[config.mk]
export PLATFORM = sky130hd
export DESIGN_NAME = conv_window_reader
export DESIGN_NICKNAME = d
export VERILOG_FILES = /design/src/rtl/conv_window_reader.sv
export SDC_FILE = /design/constraint.sdc
export NUM_CORES = 1
export LEC_CHECK = 0
export CAP_MARGIN = 15
export CELL_PAD_IN_SITES_DETAIL_PLACEMENT = 0
export CELL_PAD_IN_SITES_GLOBAL_PLACEMENT = 1
export CORE_ASPECT_RATIO = 0.9
export CORE_MARGIN = 2
export CORE_UTILIZATION = 38
export CTS_CLUSTER_DIAMETER = 40
export DETAILED_ROUTE_END_ITERATION = 10
export PLACE_DENSITY = 0.8
export SLEW_MARGIN = 40
export SYNTH_ARGS = -nofsm -noshare
export SYNTH_HDL_FRONTEND = slang
export SYNTH_SLANG_ARGS = --single-unit
[constraint.sdc]
create_clock -name i_clk -period 3.8 [get_ports i_clk]
set_input_delay 0.76 -clock i_clk [delete_from_list [all_inputs] [get_ports i_clk]]
set_output_delay 0.76 -clock i_clk [all_outputs]
set_load 0.1 [all_outputs]
[src/rtl/conv_window_reader.sv]
// Walks a 3x3 stride-1 window over a row-major image in a 3-lane synchronous BRAM
// and presents each assembled window to the MAC stage over valid/ready.
module conv_window_reader #(
    parameter int ADDR_WIDTH = 6,
    parameter int RAM_WIDTH  = 8,
    parameter int RAM_PORTS  = 3,
    parameter int IMG_W      = 8,
    parameter int IMG_H      = 8
) (
    input  logic                            i_clk,
    input  logic                            i_rst_n,
    input  logic                            i_start,
    input  logic [ADDR_WIDTH-1:0]           i_base_addr,
    output logic [ADDR_WIDTH*RAM_PORTS-1:0] o_r_addrs,
    input  logic [RAM_WIDTH*RAM_PORTS-1:0]  i_data,
    output logic [RAM_WIDTH*9-1:0]          o_window,
    output logic                            o_valid,
    input  logic                            i_ready,
    output logic [ADDR_WIDTH-1:0]           o_row,
    output logic [ADDR_WIDTH-1:0]           o_col,
    output logic                            o_busy,
    output logic                            o_done
);
    localparam int ROW_BITS = RAM_WIDTH * 3;
    localparam logic [ADDR_WIDTH-1:0] LAST_COL = ADDR_WIDTH'(IMG_W - 3);
    localparam logic [ADDR_WIDTH-1:0] LAST_ROW = ADDR_WIDTH'(IMG_H - 3);

    typedef enum logic [2:0] {IDLE, A0, A1, A2, CAP, VLD, DONE} state_t;

    state_t                  state_reg;
    logic [ADDR_WIDTH-1:0]   tl_reg;
    logic                    col_wrap;
    logic                    last_window;
    logic [ADDR_WIDTH-1:0]   next_tl;

    // Three consecutive addresses of window row k, wrapping modulo the address space.
    function automatic logic [ADDR_WIDTH*3-1:0] row_addrs(input logic [ADDR_WIDTH-1:0] tl,
                                                          input int k);
        logic [ADDR_WIDTH-1:0] a;
        a = tl + ADDR_WIDTH'(k * IMG_W);
        return {a + ADDR_WIDTH'(2), a + ADDR_WIDTH'(1), a};
    endfunction

    assign col_wrap    = (o_col == LAST_COL);
    assign last_window = col_wrap && (o_row == LAST_ROW);
    // Moving from the last column to the next row's first column advances tl by exactly 3.
    assign next_tl     = tl_reg + (col_wrap ? ADDR_WIDTH'(3) : ADDR_WIDTH'(1));

    always_ff @(posedge i_clk or negedge i_rst_n) begin
        if (!i_rst_n) begin
            state_reg <= IDLE;
            tl_reg    <= '0;
            o_r_addrs <= '0;
            o_window  <= '0;
            o_valid   <= 1'b0;
            o_row     <= '0;
            o_col     <= '0;
            o_busy    <= 1'b0;
            o_done    <= 1'b0;
        end else begin
            case (state_reg)
                IDLE: begin
                    if (i_start) begin
                        state_reg <= A0;
                        tl_reg    <= i_base_addr;
                        o_r_addrs <= row_addrs(i_base_addr, 0);
                        o_row     <= '0;
                        o_col     <= '0;
                        o_busy    <= 1'b1;
                    end
                end
                A0: begin
                    o_r_addrs <= row_addrs(tl_reg, 1);
                    state_reg <= A1;
                end
                A1: begin
                    o_window[0 +: ROW_BITS] <= i_data;
                    o_r_addrs <= row_addrs(tl_reg, 2);
                    state_reg <= A2;
                end
                A2: begin
                    o_window[ROW_BITS +: ROW_BITS] <= i_data;
                    state_reg <= CAP;
                end
                CAP: begin
                    o_window[2*ROW_BITS +: ROW_BITS] <= i_data;
                    o_valid   <= 1'b1;
                    state_reg <= VLD;
                end
                VLD: begin
                    if (i_ready) begin
                        o_valid <= 1'b0;
                        if (last_window) begin
                            o_done    <= 1'b1;
                            state_reg <= DONE;
                        end else begin
                            tl_reg    <= next_tl;
                            o_r_addrs <= row_addrs(next_tl, 0);
                            state_reg <= A0;
                            if (col_wrap) begin
                                o_col <= '0;
                                o_row <= o_row + ADDR_WIDTH'(1);
                            end else begin
                                o_col <= o_col + ADDR_WIDTH'(1);
                            end
                        end
                    end
                end
                DONE: begin
                    o_done    <= 1'b0;
                    o_busy    <= 1'b0;
                    state_reg <= IDLE;
                end
                default: state_reg <= IDLE;
            endcase
        end
    end
endmodule

Word level (Yosys, flattened, before mapping)
Cells that the tools add are included.
{"block": "op_classes", "n_reduce_logical": 14, "muxes": 29, "eq_ne": 13, "add_sub_neg": 13}
{"op": "18-bit case mux with 4 select lines", "n": 1}
{"op": "6-bit two-way mux", "n": 10}
{"op": "18-bit two-way mux", "n": 3}
{"op": "6-bit by 1-bit adder with 6-bit output (second input constant)", "n": 6}
{"op": "6-bit case mux with 2 select lines", "n": 3}
{"op": "6-bit by 2-bit adder with 6-bit output (second input constant)", "n": 4}
{"op": "3-bit case mux with 6 select lines", "n": 1}
{"op": "6-bit by 3-bit == test with 1-bit output (second input constant)", "n": 2}
{"op": "2-bit inequality test (second input constant)", "n": 5}
{"op": "3-bit == test (second input constant)", "n": 3}
{"op": "3-bit two-way mux", "n": 3}
{"op": "4-bit AND reduction", "n": 2}
{"op": "2-bit nonzero test", "n": 4}
{"op": "6-bit by 2-bit adder with 6-bit output", "n": 1}
{"op": "6-bit by 4-bit adder with 6-bit output (second input constant)", "n": 1}
{"op": "6-bit by 5-bit adder with 6-bit output (second input constant)", "n": 1}
{"op": "3-bit by 2-bit == test with 1-bit output (second input constant)", "n": 2}
{"op": "1-bit case mux with 2 select lines", "n": 3}
{"op": "2-bit AND reduction", "n": 3}
{"op": "5-bit AND reduction", "n": 1}
{"op": "1-bit two-way mux", "n": 4}
{"op": "4-bit nonzero test", "n": 1}
{"op": "3-bit by 1-bit == test with 1-bit output (second input constant)", "n": 1}
{"op": "3-bit logical NOT", "n": 1}
{"op": "other kinds (3)", "n": 3}
{"block": "totals", "elab_cells": 80, "register_bits": 114, "inputBits": 34, "out_inout_bits": 105}

Longest topological paths before layout
{"block": "depth", "ltp_word": 7, "ltp_mapped": 13, "mapped_depth_nobuf": 12}

Worst setup path before layout
No wires, ideal clock.
{"block": "synth_path", "kind": "flip-flop to flip-flop", "startpoint": "register o_col[1]", "endpoint": "register o_r_addrs[17]", "n_path_buf": 1, "path_stages_with_launch": 14, "setup_time_ps": 125, "setup_slack_ps": 289, "required_time_ps": 3675, "synth_period_minus_slack_ps": 3511, "arrival_ps": 3386, "path_cell_list": "dfrtp_1 > inv_1 > ha_1 > and3b_1 > and2_1 > clkbuf_1 > fa_1 > nand2_1 > xor2_1 > o211ai_1 > ha_1 > nand4_2 > xnor2_1 > mux2_2"}
{"block": "synth_between", "elab_chain_len": 7, "word_cells_on_any_way": 10, "classes_between": "add/sub: 2; eq/ne: 2; mux: 4; reduce/logical: 2"}
{"element": "from (decl)", "line": "20", "rtl": "output logic [ADDR_WIDTH-1:0] o_col,"}
{"element": "from (signal assigned)", "line": "104", "rtl": "o_col <= o_col + ADDR_WIDTH'(1);"}
{"element": "6-bit by 3-bit == test with 1-bit output (*)", "line": "44", "rtl": "assign col_wrap = (o_col == LAST_COL);"}
{"element": "2-bit two-way mux", "line": "47", "rtl": "assign next_tl = tl_reg + (col_wrap ? ADDR_WIDTH'(3) : ADDR_WIDTH'(1));"}
{"element": "6-bit by 2-bit adder with 6-bit output", "line": "47"}
{"element": "6-bit by 2-bit adder with 6-bit output", "line": "41", "rtl": "return {a + ADDR_WIDTH'(2), a + ADDR_WIDTH'(1), a};"}
{"element": "18-bit two-way mux", "line": "93", "rtl": "if (last_window) begin"}
{"element": "18-bit two-way mux", "line": "91", "rtl": "if (i_ready) begin"}
{"element": "18-bit case mux with 4 select lines", "line": "61", "rtl": "case (state_reg)"}
{"element": "to (signal assigned)", "line": "66", "rtl": "o_r_addrs <= row_addrs(i_base_addr, 0);"}
{"element": "to (signal assigned)", "line": "73", "rtl": "o_r_addrs <= row_addrs(tl_reg, 1);"}
{"element": "to (signal assigned)", "line": "98", "rtl": "o_r_addrs <= row_addrs(next_tl, 0);"}
{"element": "to (decl)", "line": "14", "rtl": "output logic [ADDR_WIDTH*RAM_PORTS-1:0] o_r_addrs,"}
Every way passes the cells marked *; elsewhere a longest branch is shown, timed or not. The select of a mux whose other input is x is not followed.
A chain may end at the register's enable or synchronous reset.

Worst setup path in the final report
{"block": "layout_path", "startpoint": "register o_col[0]", "endpoint": "register o_r_addrs[17]"}
Same word-level chain as after synthesis.

==> impl_metrics.csv <==
group,metric,value,unit
clock_network,holdBufCountCts,0,
logic_synthesis,synth_adder_area_share,0.02339,
layout,regMostFlops,"o_window",
clock_network,cts_tree,"done",
worst_setup_path,crit_fanout,6,
logic_synthesis,synth_edf_count,0,
drt,drc,0,
logic_synthesis,ys.flop_type,"dfrtp_1",
status,status,"finished, final reports clean",
floorplan,fp.dieW,126.5,um
worst_setup_path,rrSetupSlack,660,ps
sta,relSlewSlack,0.4944,
worst_setup_path,max_stage_delay,460,ps
logic_synthesis,synthSimpleGateAreaFrac,0.1082,
logic_synthesis,syn_nets,467,
worst_setup_path,crit_slowest_cell,"fa_1",
logic_synthesis,ys_warn_count,0,
logic_synthesis,synth.ff_latch_count,113,
logic_synthesis,synthTopCellsByCount,"dfrtp_1, mux2_2, nor2_1",
sta,tns,0,ps
logic_synthesis,synth_top_family_by_area,"multiplexers",
floorplan,start_util,0.3872,
sta,rsz0062_at_grt,"false",
clock_network,cts_resized,0,
sta,slew_violations,0,
worst_setup_path,timing_worst_setup_path_type,"register to register",
placed_design,hpwlAfterDp,8883,um
logic_synthesis,syn_area,0.005135,mm2
clock_network,cts-root-buf,"clkbuf_16",
clock_network,clk_pin_slew_worst_paths,50,ps
sta,skew,6.672,ps
drt,dr.pass1.iters,4,
worst_setup_path,end_kind,"register",
layout,drive_gt1_frac,0.4045,
flow_run,max_cap_violations,0,
worst_setup_path,r2r-end,"o_r_addrs[17]",
clock_network,clock_latency,410,ps
worst_setup_path,ff2ff_path_depth,11,
worst_setup_path,cp.required,4090,ps
global_route,grt_pass1_wl,20880,um
layout,nets,611,
clock_network,clk_path_buf_depth,2,
clock_network,numClockSinks,113,
sta,hold_viol,0,
logic_synthesis,yosysMostFrequentCell,"dfrtp_1",
logic_synthesis,syn_area_per_cell,12.11,um2
min_path,hp-class,"input pin to asynchronous set/reset pin",
logic_synthesis,async_flop_share,1.000,
worst_setup_path,cp.arrival,3420,ps
global_route,grt_pass1_vias,3971,
drt,drtIter0Drc,148,
drt,routed_wl,12650,um
layout,area_growth,30.75,%
logic_synthesis,synthCells,424,
layout,largest_reg_flops,72,
drt,vias,3762,
worst_setup_path,cp_cell_sequence,"ha_1 -> and3b_1 -> and2_1 -> fa_1 -> nand2_1 -> xor2_1 -> o211ai_1 -> ha_1 -> nand4_2 -> xnor2_1 -> mux2_2",
clock_network,cts_htree_levels,4,
sta,setup_viol,0,
sta,post-route-period-util,0.8255,
floorplan,core_area,0.01326,mm2
worst_setup_path,r2r-start,"o_col[0]",
sta,min_period,3137,ps
logic_synthesis,synthDistinctLibCells,57,
floorplan,io_pins,139,
global_route,track_usage,0.1853,
sta,tightestPinTransition,758.4,ps
clock_network,cts_setup_buffers,0,
worst_setup_path,crit_start,"o_col[0]",
global_route,antenna_found_initial,0,
floorplan,num_rows,40,
logic_synthesis,synth.top_cell.area_share,0.5507,
global_route,grt_overflow,0,
logic_synthesis,synth_seq_area_share,0.5507,
logic_synthesis,synthMuxAreaShare,0.1815,
drt,wl_per_cell,16.88,um
placed_design,gp_congestion,0.7940,
layout,antennaDiodeCount,0,
drt,antenna_left,0,
worst_setup_path,startpoint_type,"register",
logic_synthesis,synth_xor_area_frac,0.02900,
logic_synthesis,yosys.area.top_type,"dfrtp_1",
global_route,grt_max_degree,83,
clock_network,numCtsBuffers,17,
placed_design,portBuffers,138,
logic_synthesis,yosys-top-cells-area,"dfrtp_1, mux2_2, nor2_1",
worst_setup_path,worst_path_most_repeated_cell,"ha_1",
floorplan,fp.dieArea,0.01446,mm2
layout,fillers,1182,
layout,top_regs,"o_window (72), o_r_addrs (17)",
floorplan,die_h,114.3,um
logic_synthesis,synth-compound-area-share,0.08285,
sta,fmax,318.8,MHz
drt,viasPerCell,5.023,
stage by stage:
stage,hold WS (ps),worst slack [ps],cell area (um2),util,instances
finish,410.7,663.3,6714,0.5062,749
floorplan,464.4,288.9,5135,-,424
CTS,417.1,667.4,6713,0.5061,749
detailed placement,483.8,680.6,6176,0.4657,717
global route,447.6,450.0,6714,0.5062,749
global placement,485.3,767.9,6698,0.5050,717
metal layers:
metal | global-route usage | wire, um | vias up
li1 | - | - | 1799
met5 | 0 | 0 | -
met3 | 0.09813 | 1280 | 13
met4 | 0.07106 | 142 | 0
met2 | 0.2788 | 5724 | 118
met1 | 0.2258 | 5498 | 1832
critical path: cells and delay by family (launching register included):
kind	cells	cell delay (ps)
adders and majority gates	3	1000
and+or+nand+nor	4	690
DFF	1	440
AOI/OAI and AO/OA	1	400
muxes	1	270
xor gates and xnor gates	2	220
worst max-delay path by stage:
stage	to	slack (ps)
final	o_r_addrs[17]	660
after global routing	o_r_addrs[17]	450
after CTS	o_r_addrs[17]	670
after detailed placement	o_r_addrs[17]	680
after global placement	o_r_addrs[17]	770
after floorplan	o_r_addrs[17]	290
cell families after synthesis:
| family | Yosys count |
|---|---|
| adders and majority gates | 9 |
| AOI/OAI and AO/OA | 65 |
| DFF | 113 |
| muxes | 83 |
| and+or+nand+nor | 108 |
| buffers and inverters | 29 |
| xor gates and xnor gates | 17 |
cell usage in the layout (no fill, tap or decap), types with 4 or more instances in the layout:
cell and count:
xnor2_1 12, ha_1 8, clkinv_2 4, nand2b_1 8, nor3_1 9, nand3_1 10, buf_4 9, a31oi_1 5
dfrtp_1 112, nand2_1 20, nor2b_1 8, inv_1 7, a21oi_1 14, o21ai_0 20, mux2_2 81, clkinvlp_4 4
buf_2 105, nor2_1 27, clkdlybuf4s50_1 32, xor2_1 5, clkbuf_16 17
cell type report:
cell class                 instances  area, um2  area share
sequential                       113       2829      0.4214
multi-input combinational        282       2187      0.3258
timing repair buffer             147      924.6      0.1377
clock buffer                      23      478.0     0.07119
tap                              168      210.2     0.03131
clock inverter                     9      58.81    0.008759
inverter                           7      26.28    0.003914
Power is left out: the tool's default activity adds up to more than one toggle a clock period on the data nets, which glitch-free logic cannot reach.
